[config.mk]
export PLATFORM = sky130hd
export DESIGN_NAME = rtc_bus_arbiter
export DESIGN_NICKNAME = d
export VERILOG_FILES = /design/src/rtl/rtc_bus_arbiter.sv
export SDC_FILE = /design/constraint.sdc
export NUM_CORES = 1
export LEC_CHECK = 0
export CORE_ASPECT_RATIO = 1.25
export CORE_UTILIZATION = 43
export CTS_BUF_LIST = sky130_fd_sc_hd__clkbuf_8
export CTS_CLUSTER_DIAMETER = 80
export DETAILED_ROUTE_END_ITERATION = 8
export HOLD_SLACK_MARGIN = 0.12
export PLACE_DENSITY_LB_ADDON = 0.25
export SLEW_MARGIN = 20
export SYNTH_ARGS = -nofsm -noshare
export SYNTH_HDL_FRONTEND = slang
export SYNTH_SLANG_ARGS = --single-unit
[constraint.sdc]
create_clock -name clock -period 2.15 [get_ports clock]
set_input_delay 0.43 -clock clock [delete_from_list [all_inputs] [get_ports clock]]
set_output_delay 0.43 -clock clock [all_outputs]
set_load 0.005 [all_outputs]
[src/rtl/rtc_bus_arbiter.sv]
// Round-robin owner of the shared RTC address/data bus: forwards the granted
// requester's strobes and byte through one register stage, enforces an idle gap and a watchdog.
module rtc_bus_arbiter #(
    parameter int GAP_CYCLES = 4,
    parameter int TIMEOUT    = 200
) (
    input  logic        clock,
    input  logic        reset,
    input  logic [2:0]  req,
    output logic [2:0]  gnt,
    input  logic [2:0]  ad_in,
    input  logic [2:0]  wr_in,
    input  logic [2:0]  rd_in,
    input  logic [2:0]  cs_in,
    input  logic [23:0] dout_in,
    output logic [7:0]  ADout,
    output logic        ad,
    output logic        wr,
    output logic        rd,
    output logic        cs,
    output logic        ad_oe,
    output logic        busy,
    output logic        timeout,
    output logic [1:0]  state
);

    localparam logic [1:0] ST_IDLE  = 2'd0;
    localparam logic [1:0] ST_GRANT = 2'd1;
    localparam logic [1:0] ST_GAP   = 2'd2;

    localparam logic [7:0] WD_LIMIT = 8'(TIMEOUT - 1);
    localparam logic [3:0] GAP_LAST = 4'(GAP_CYCLES - 1);

    logic [1:0] state_q, state_d;
    logic [2:0] gnt_q, gnt_d;
    logic [1:0] last_q, last_d;
    logic [2:0] mask_q, mask_d;
    logic [7:0] wd_q, wd_d;
    logic [3:0] gap_q, gap_d;
    logic [7:0] dout_q, dout_d;
    logic       ad_q, ad_d;
    logic       wr_q, wr_d;
    logic       rd_q, rd_d;
    logic       cs_q, cs_d;
    logic       oe_q, oe_d;
    logic       to_q, to_d;

    logic [2:0] elig;
    logic [1:0] pick;
    logic       pick_vld;

    logic       g_req;
    logic       g_ad;
    logic       g_wr;
    logic       g_rd;
    logic       g_cs;
    logic [7:0] g_dout;

    // (base + step) mod 3 for base in 0..2, step in 1..3
    function automatic logic [1:0] rot(input logic [1:0] base, input logic [1:0] step);
        logic [2:0] s;
        s = {1'b0, base} + {1'b0, step};
        if (s >= 3'd3) begin
            s = s - 3'd3;
        end
        return s[1:0];
    endfunction

    // Masked requesters stay out until they drop req for at least one edge.
    always_comb begin
        elig     = req & ~mask_q;
        pick_vld = |elig;
        if (elig[rot(last_q, 2'd1)]) begin
            pick = rot(last_q, 2'd1);
        end else if (elig[rot(last_q, 2'd2)]) begin
            pick = rot(last_q, 2'd2);
        end else begin
            pick = rot(last_q, 2'd3);
        end
    end

    always_comb begin
        g_req  = req[0];
        g_ad   = ad_in[0];
        g_wr   = wr_in[0];
        g_rd   = rd_in[0];
        g_cs   = cs_in[0];
        g_dout = dout_in[7:0];
        case (last_q)
            2'd1: begin
                g_req  = req[1];
                g_ad   = ad_in[1];
                g_wr   = wr_in[1];
                g_rd   = rd_in[1];
                g_cs   = cs_in[1];
                g_dout = dout_in[15:8];
            end
            2'd2: begin
                g_req  = req[2];
                g_ad   = ad_in[2];
                g_wr   = wr_in[2];
                g_rd   = rd_in[2];
                g_cs   = cs_in[2];
                g_dout = dout_in[23:16];
            end
            default: begin
            end
        endcase
    end

    always_comb begin
        state_d = state_q;
        gnt_d   = gnt_q;
        last_d  = last_q;
        wd_d    = wd_q;
        gap_d   = gap_q;
        mask_d  = mask_q & req;
        to_d    = 1'b0;
        dout_d  = 8'hFF;
        ad_d    = 1'b1;
        wr_d    = 1'b1;
        rd_d    = 1'b1;
        cs_d    = 1'b1;
        oe_d    = 1'b0;
        case (state_q)
            ST_IDLE: begin
                if (pick_vld) begin
                    gnt_d   = 3'b001 << pick;
                    last_d  = pick;
                    wd_d    = 8'd0;
                    state_d = ST_GRANT;
                end
            end
            ST_GRANT: begin
                // A release on the watchdog edge wins: no pulse, no mask.
                if (!g_req || (wd_q == WD_LIMIT)) begin
                    gnt_d   = 3'b000;
                    gap_d   = 4'd0;
                    state_d = (GAP_CYCLES == 0) ? ST_IDLE : ST_GAP;
                    if (g_req) begin
                        to_d   = 1'b1;
                        mask_d = mask_d | gnt_q;
                    end
                end else begin
                    dout_d = g_dout;
                    ad_d   = g_ad;
                    wr_d   = g_wr;
                    rd_d   = g_rd;
                    cs_d   = g_cs;
                    oe_d   = g_rd;
                    wd_d   = wd_q + 8'd1;
                end
            end
            ST_GAP: begin
                if (gap_q == GAP_LAST) begin
                    state_d = ST_IDLE;
                end else begin
                    gap_d = gap_q + 4'd1;
                end
            end
            default: begin
                state_d = ST_IDLE;
            end
        endcase
    end

    always_ff @(posedge clock or negedge reset) begin
        if (!reset) begin
            state_q <= ST_IDLE;
            gnt_q   <= 3'b000;
            last_q  <= 2'd2;
            mask_q  <= 3'b000;
            wd_q    <= 8'd0;
            gap_q   <= 4'd0;
            dout_q  <= 8'hFF;
            ad_q    <= 1'b1;
            wr_q    <= 1'b1;
            rd_q    <= 1'b1;
            cs_q    <= 1'b1;
            oe_q    <= 1'b0;
            to_q    <= 1'b0;
        end else begin
            state_q <= state_d;
            gnt_q   <= gnt_d;
            last_q  <= last_d;
            mask_q  <= mask_d;
            wd_q    <= wd_d;
            gap_q   <= gap_d;
            dout_q  <= dout_d;
            ad_q    <= ad_d;
            wr_q    <= wr_d;
            rd_q    <= rd_d;
            cs_q    <= cs_d;
            oe_q    <= oe_d;
            to_q    <= to_d;
        end
    end

    assign gnt     = gnt_q;
    assign ADout   = dout_q;
    assign ad      = ad_q;
    assign wr      = wr_q;
    assign rd      = rd_q;
    assign cs      = cs_q;
    assign ad_oe   = oe_q;
    assign timeout = to_q;
    assign busy    = (state_q != ST_IDLE);
    assign state   = state_q;

endmodule

Yosys cells after proc, flatten, opt, wreduce, memory -nomap -nowiden --
Index checks and enable logic that the tools add are counted. Widths: inputs -> output; s select.
Storage, ports and cells: flip-flop bits (word level) 36, input bits 41, RAM bits 0, word-level logic and storage cells 101, ROM bits 0, memories 0, bits in latches 0
Operators by class: equal/unequal tests 11, multiply operators 0, shift-type cells 1, add/sub/neg operators 8, bitwise logic cells 4, reductions and logical operators 12, divide/modulo/power cells 0, muxes and demuxes 47, order comparisons 5
Operators by type and width (number):
- $mux 8 | 4
- $pmux 8 s2 | 2
- $mux 2 | 9
- $mux 1 | 15
- $mux 3 | 5
- $reduce_and 3->1 | 4
- $ne 2x2->1 const B | 5
- $pmux 1 s2 | 5
- $ge 3x2->1 const B | 3
- $add 8x1->8 const B | 1
- $eq 8x8->1 const B | 1
- $mux 4 | 2
- $pmux 4 s2 | 1
- $add 2x2->3 const B | 2
- $and 3x3->3 | 2
- $lt 2x3->1 const B | 2
- $pmux 2 s3 | 1
- $pmux 3 s2 | 1
- $reduce_bool 2->1 | 3
- $sub 2x2->2 const B | 3
- $add 4x1->4 const B | 1
- $bmux 1 s2 | 2
- $eq 2x1->1 const B | 2
- $eq 2x2->1 const B | 2
- other kinds (10) | 10

Longest topological paths before layout --
word-level depth 13, depth in mapped cells 8, gate-level depth less buffers 7

Worst setup path after synthesis --
OpenSTA, ideal clock, no wires.
path kind reg2reg, start point reg last_q[1], end point reg gnt_q[0], in the netlist gnt[0], required time 2.074 ns, buffers on the path 1, clock period less this slack 2.091 ns, data arrival time 2.015 ns, library setup time 0.076 ns, cell stages (with the launch flop) 9, setup slack 0.059 ns, cell sequence dfstp_2 > inv_1 > ha_1 > clkbuf_2 > or4b_4 > a32o_1 > o211ai_2 > nand2_1 > o21ai_1
Between the ends: word-level cells in the longest chain between the ends 11
Ends and longest elaborated chain:
- start: declaration | RTL line 36 | logic [1:0] last_q, last_d;
- start signal: assignment | RTL line 185 | last_q <= last_d;
- $add 2x2->3 | RTL line 62 | s = {1'b0, base} + {1'b0, step};
- $ge 3x2->1 or $sub 2x2->2 (tied branches) | RTL line 63, 64
- $mux 2 | RTL line 63 | if (s >= 3'd3) begin
- $mux 2 | RTL line 73 | if (elig[rot(last_q, 2'd1)]) begin
- $bmux 1 s2 | RTL line 75 | end else if (elig[rot(last_q, 2'd2)]) begin
- $mux 1 (implied by the code) | RTL line 75
- $mux 2 | RTL line 75
- $mux 2 | RTL line 73
- $shl 1x2->3 | RTL line 128 | gnt_d = 3'b001 << pick;
- $mux 3 | RTL line 127 | if (pick_vld) begin
- $pmux 3 s2 | RTL line 125 | case (state_q)
- end signal: assignment | RTL line 184 | gnt_q <= gnt_d;
- end: declaration | RTL line 35 | logic [2:0] gnt_q, gnt_d;
Parallel ways exist; a longest one is shown, timed or not. The select of a mux whose other input is x is not followed. A chain may end at the register's enable or synchronous reset.

Worst setup path after layout --
start point reg last_q[0], end point reg gnt_q[0], in the netlist gnt[0]
Same word-level chain as after synthesis.

==> impl_summary.log <==
[metrics] outcome: finished clean
[metrics] Die Wd: 60.6 um
[metrics] Worst slew margin: 49.1%
[metrics] Non-Filler Cell Area, Final: 2680 um2
[metrics] worst reg-to-reg path cell count: 7
[metrics] half-perimeter wire length after placement: approximately 3300 um
[metrics] hold violation count in the final report: 0
[metrics] Most used DFF post-synth: sky130_fd_sc_hd__dfrtp_1
[metrics] Hold/Removal Path Class: input port to asynchronous set/reset pin
[metrics] total number of placement rows: 26
[metrics] CP startpoint kind: flop
[metrics] total track usage: 20.0%
[metrics] placer congestion estimate: about 0.9
[metrics] iteration-0 DRC count of the detailed router: 33
[metrics] ratio of final minimum period to clock period: a little over nine tenths
[metrics] type of element capturing the critical path: flop
[metrics] Final Max Tran Viols: 0
[metrics] sequential-to-total area share from yosys stat: 49.7%
[metrics] Gate Count Post-Synth: around 190
[metrics] count of synthesis-stage warnings from yosys: 0
[metrics] core box area: 4100 um2
[metrics] Final ANT Viol Nets: 0
[metrics] proportion of layout cells with a drive suffix above 1: 17.3%
[metrics] maximum number of pins on one net before global-route repair: 37
[metrics] routed length per placed instance: 14.0 um
[metrics] share of async-settable or async-resettable flops after synthesis: 100%
[metrics] drt pass-1 iters: 4
[metrics] num ports: 61
[metrics] cell area after placement: 2550 um2
[metrics] clock tree root buffer cell: sky130_fd_sc_hd__clkbuf_8
[metrics] htree depth: 2
[metrics] height of the chip: 75.3 um
[metrics] power density over the cells: roughly 1300 nW/um2
[metrics] Max Root-Sink Buffers: 2
[metrics] switch share: 38.3%
[metrics] start-to-end type of the worst setup path: flop to flop
[metrics] number of enable-type register cells in the synthesized netlist: 0
[metrics] worst-skew pair later-pin latency: between 200 and 300 ps
[metrics] initial standard-cell utilization of the core: 45.1%
[metrics] final setup skew: 10.0 ps
[metrics] number of nets in the synthesized netlist: around 240
[metrics] worst-margin pin slew: 764 ps
[metrics] via count of the first global-routing pass: roughly 1.5k
[metrics] Nets: 311
[metrics] Yosys reg bits: 36
[metrics] Data required, critical path: 2370 ps
[metrics] worst hold slack: 208 ps
[metrics] flop-to-flop setup slack: 90 ps
[metrics] clock period minus final worst setup slack: 2060 ps
[metrics] part of the total power dissipated in combinational logic: around 55%
[metrics] part of the total power dissipated in the clock network: 14.2%
[metrics] Avg Synthesized Cell Area: 9.62 um2
[metrics] overall via count from detail_route: 1,657
[metrics] leakage: ~1.2 nW
[metrics] net switching power: 0.00132 W
[metrics] count of unresolved DRC violations after routing: 0
[metrics] Max Clock Freq: 486 MHz
[metrics] RSZ-0062 raised after global routing: true
[metrics] clock transition at the registers of the reported paths: 70 ps
[metrics] sequential power share: 30.8%
[metrics] total grt overflow: 0
[metrics] clock tree from TritonCTS: built
[metrics] wire length of the first global-routing pass: 6730 um
[metrics] Post-CTS Hold Buffers: 0
[metrics] highest net fanout along the worst path: 6
[metrics] Reg2Reg Capture Point: gnt[0]
[metrics] TritonCTS buffer count: 5
[metrics] origin of the critical flop-to-flop path: last_q[0]
[metrics] Antenna Cells: 0
[metrics] Final Routed Wirelength: ~4500 um
[metrics] Cell Int Power: 0.00212 W
[metrics] largest vdd supply drop: 0.000884 V
[metrics] final standard cell utilization of the core: 65.4%
[metrics] number of antenna violations at the first check in global routing: 0
[metrics] number of distinct library cells after synthesis: 41
[metrics] number of sinks driven by the clock tree: 36
[metrics] # port buffers: 60
[metrics] number of vias per cell after detailed routing: 5.15
[metrics] data arrival at the endpoint of the critical path: 2280 ps
[metrics] Synth Cell Area: 1850 um2
[metrics] relative area change from synthesis to final layout: 45.1%
[metrics] count of max-cap constraint violations: 0
[metrics] Final setup viols: 0
[metrics] total die area: 4560 um2
## through the flow
step	worst slack (ps)	power [W]	TNS (ps)	std cells
3_5_place_dp	31.8	0.00289	0	312
5_1_grt	-3.94	0.00372	-6.58	322
6_report	90.6	0.00344	0	322
4_1_cts	54.7	0.00339	0	320
3_3_place_gp	77.2	0.00286	0	312
2_1_floorplan	58.6	0.00214	0	192
## worst max-delay path: stages, from the launching register on
cell                       delay, ps
sky130_fd_sc_hd__dfrtp_1         410
sky130_fd_sc_hd__inv_1           140
sky130_fd_sc_hd__ha_2            260
sky130_fd_sc_hd__or4b_4          540
sky130_fd_sc_hd__a32o_1          220
sky130_fd_sc_hd__o211ai_2        230
sky130_fd_sc_hd__nand2_1          80
sky130_fd_sc_hd__o21ai_1         110
## sequential cells by signal, indices dropped and copies added (netlist names), 2 cells and up
name	count
ADout	8
gap_q	4
gnt	3
last_q	2
mask_q	3
state	2
wd_q	8
## synth_stat cells (3+ instances only)
cell type                  number  share of area, %
sky130_fd_sc_hd__a21oi_1        4               1.1
sky130_fd_sc_hd__a22o_1         3               1.4
sky130_fd_sc_hd__a22oi_1       13               5.3
sky130_fd_sc_hd__and3_1         3               1.0
sky130_fd_sc_hd__clkbuf_1       4              0.81
sky130_fd_sc_hd__dfrtp_1       23                31
sky130_fd_sc_hd__dfstp_2       13                18
sky130_fd_sc_hd__ha_1           5               3.4
sky130_fd_sc_hd__inv_1          6               1.2
sky130_fd_sc_hd__nand2_1       36               7.3
sky130_fd_sc_hd__nand2b_1       3               1.0
sky130_fd_sc_hd__nand3_1        3              0.81
sky130_fd_sc_hd__nand4_1        6               2.0
sky130_fd_sc_hd__nor2_1        13               2.6
sky130_fd_sc_hd__o21ai_0       21               5.7
sky130_fd_sc_hd__xor2_1         6               2.8
## metal layers
layer	vias up	track usage, %	part of all wire (%)
met5	-	0	0
met2	47	31.5	52
met3	9	5.15	3.8
li1	821	-	-
met4	0	7.58	1.8
met1	780	26.3	42
## power groups by stage
| stage | clock network, W | registers [W] | logic, W |
|---|---|---|---|
| floorplan | 0 | 0.00107 | 0.00107 |
| global placement | 0 | 0.00107 | 0.00179 |
| detailed placement | 0 | 0.00107 | 0.00181 |
| CTS | 0.000498 | 0.00106 | 0.00183 |
| global route | 0.000524 | 0.00108 | 0.00211 |
| finish | 0.000490 | 0.00106 | 0.00189 |
## kinds of logic (layout without fill, tap and decap cells)
logic type,after synthesis,count (layout),share of synthesized area (%)
AOI/OAI and AO/OA,53,53,19.0
xor gates and xnor gates,6,6,2.85
adders and majority gates,5,5,3.39
buffers and inverters,15,89,4.20
DFF,36,36,49.7
muxes,2,2,1.15
and+or+nand+nor,75,75,19.8
## what timing repair did
action,4_1_cts,5_1_grt
gates resized for setup,0,3
hold endpoints to repair,0,0
endpoints found under the setup margin,0,23
setup buffers,0,2
## worst max-delay path by stage
stage	start	to	slack, ps	cells past startpoint
2_1_floorplan	last_q[1]	gnt[0]	60	8
3_3_place_gp	req[2]	gnt[0]	80	6
3_5_place_dp	req[2]	gnt[0]	30	6
4_1_cts	last_q[1]	last_q[1]	50	7
5_1_grt	wd_q[0]	wd_q[3]	-4	6
6_report	last_q[0]	gnt[0]	90	7
## layout by cell type (no fill, tap or decap), types with 2 or more instances in the layout
cell / count
sky130_fd_sc_hd__dfrtp_1: 23
sky130_fd_sc_hd__nand4_1: 6
sky130_fd_sc_hd__buf_4: 15
sky130_fd_sc_hd__nand3_1: 3
sky130_fd_sc_hd__clkdlybuf4s50_1: 59
sky130_fd_sc_hd__a21oi_1: 4
sky130_fd_sc_hd__ha_1: 3
sky130_fd_sc_hd__a22o_1: 3
sky130_fd_sc_hd__clkbuf_8: 6
sky130_fd_sc_hd__dfstp_2: 13
sky130_fd_sc_hd__inv_1: 8
sky130_fd_sc_hd__nand2_1: 36
sky130_fd_sc_hd__xor2_1: 6
sky130_fd_sc_hd__and3_1: 3
sky130_fd_sc_hd__nand2b_1: 3
sky130_fd_sc_hd__o31ai_1: 2
sky130_fd_sc_hd__a22oi_1: 13
sky130_fd_sc_hd__nor2_1: 13
sky130_fd_sc_hd__o21ai_0: 21
sky130_fd_sc_hd__and2b_2: 2
## cell type report
cell class / count / area [um2]
inverter: 6 / 22.5
fill: 354 / 1420
multi-input combinational: 141 / 871
clock inverter: 2 / 7.51
tap: 56 / 70.1
clock buffer: 6 / 82.6
sequential: 36 / 917
timing repair buffer: 75 / 708
Note: power is estimated with default switching activity, not from simulation.
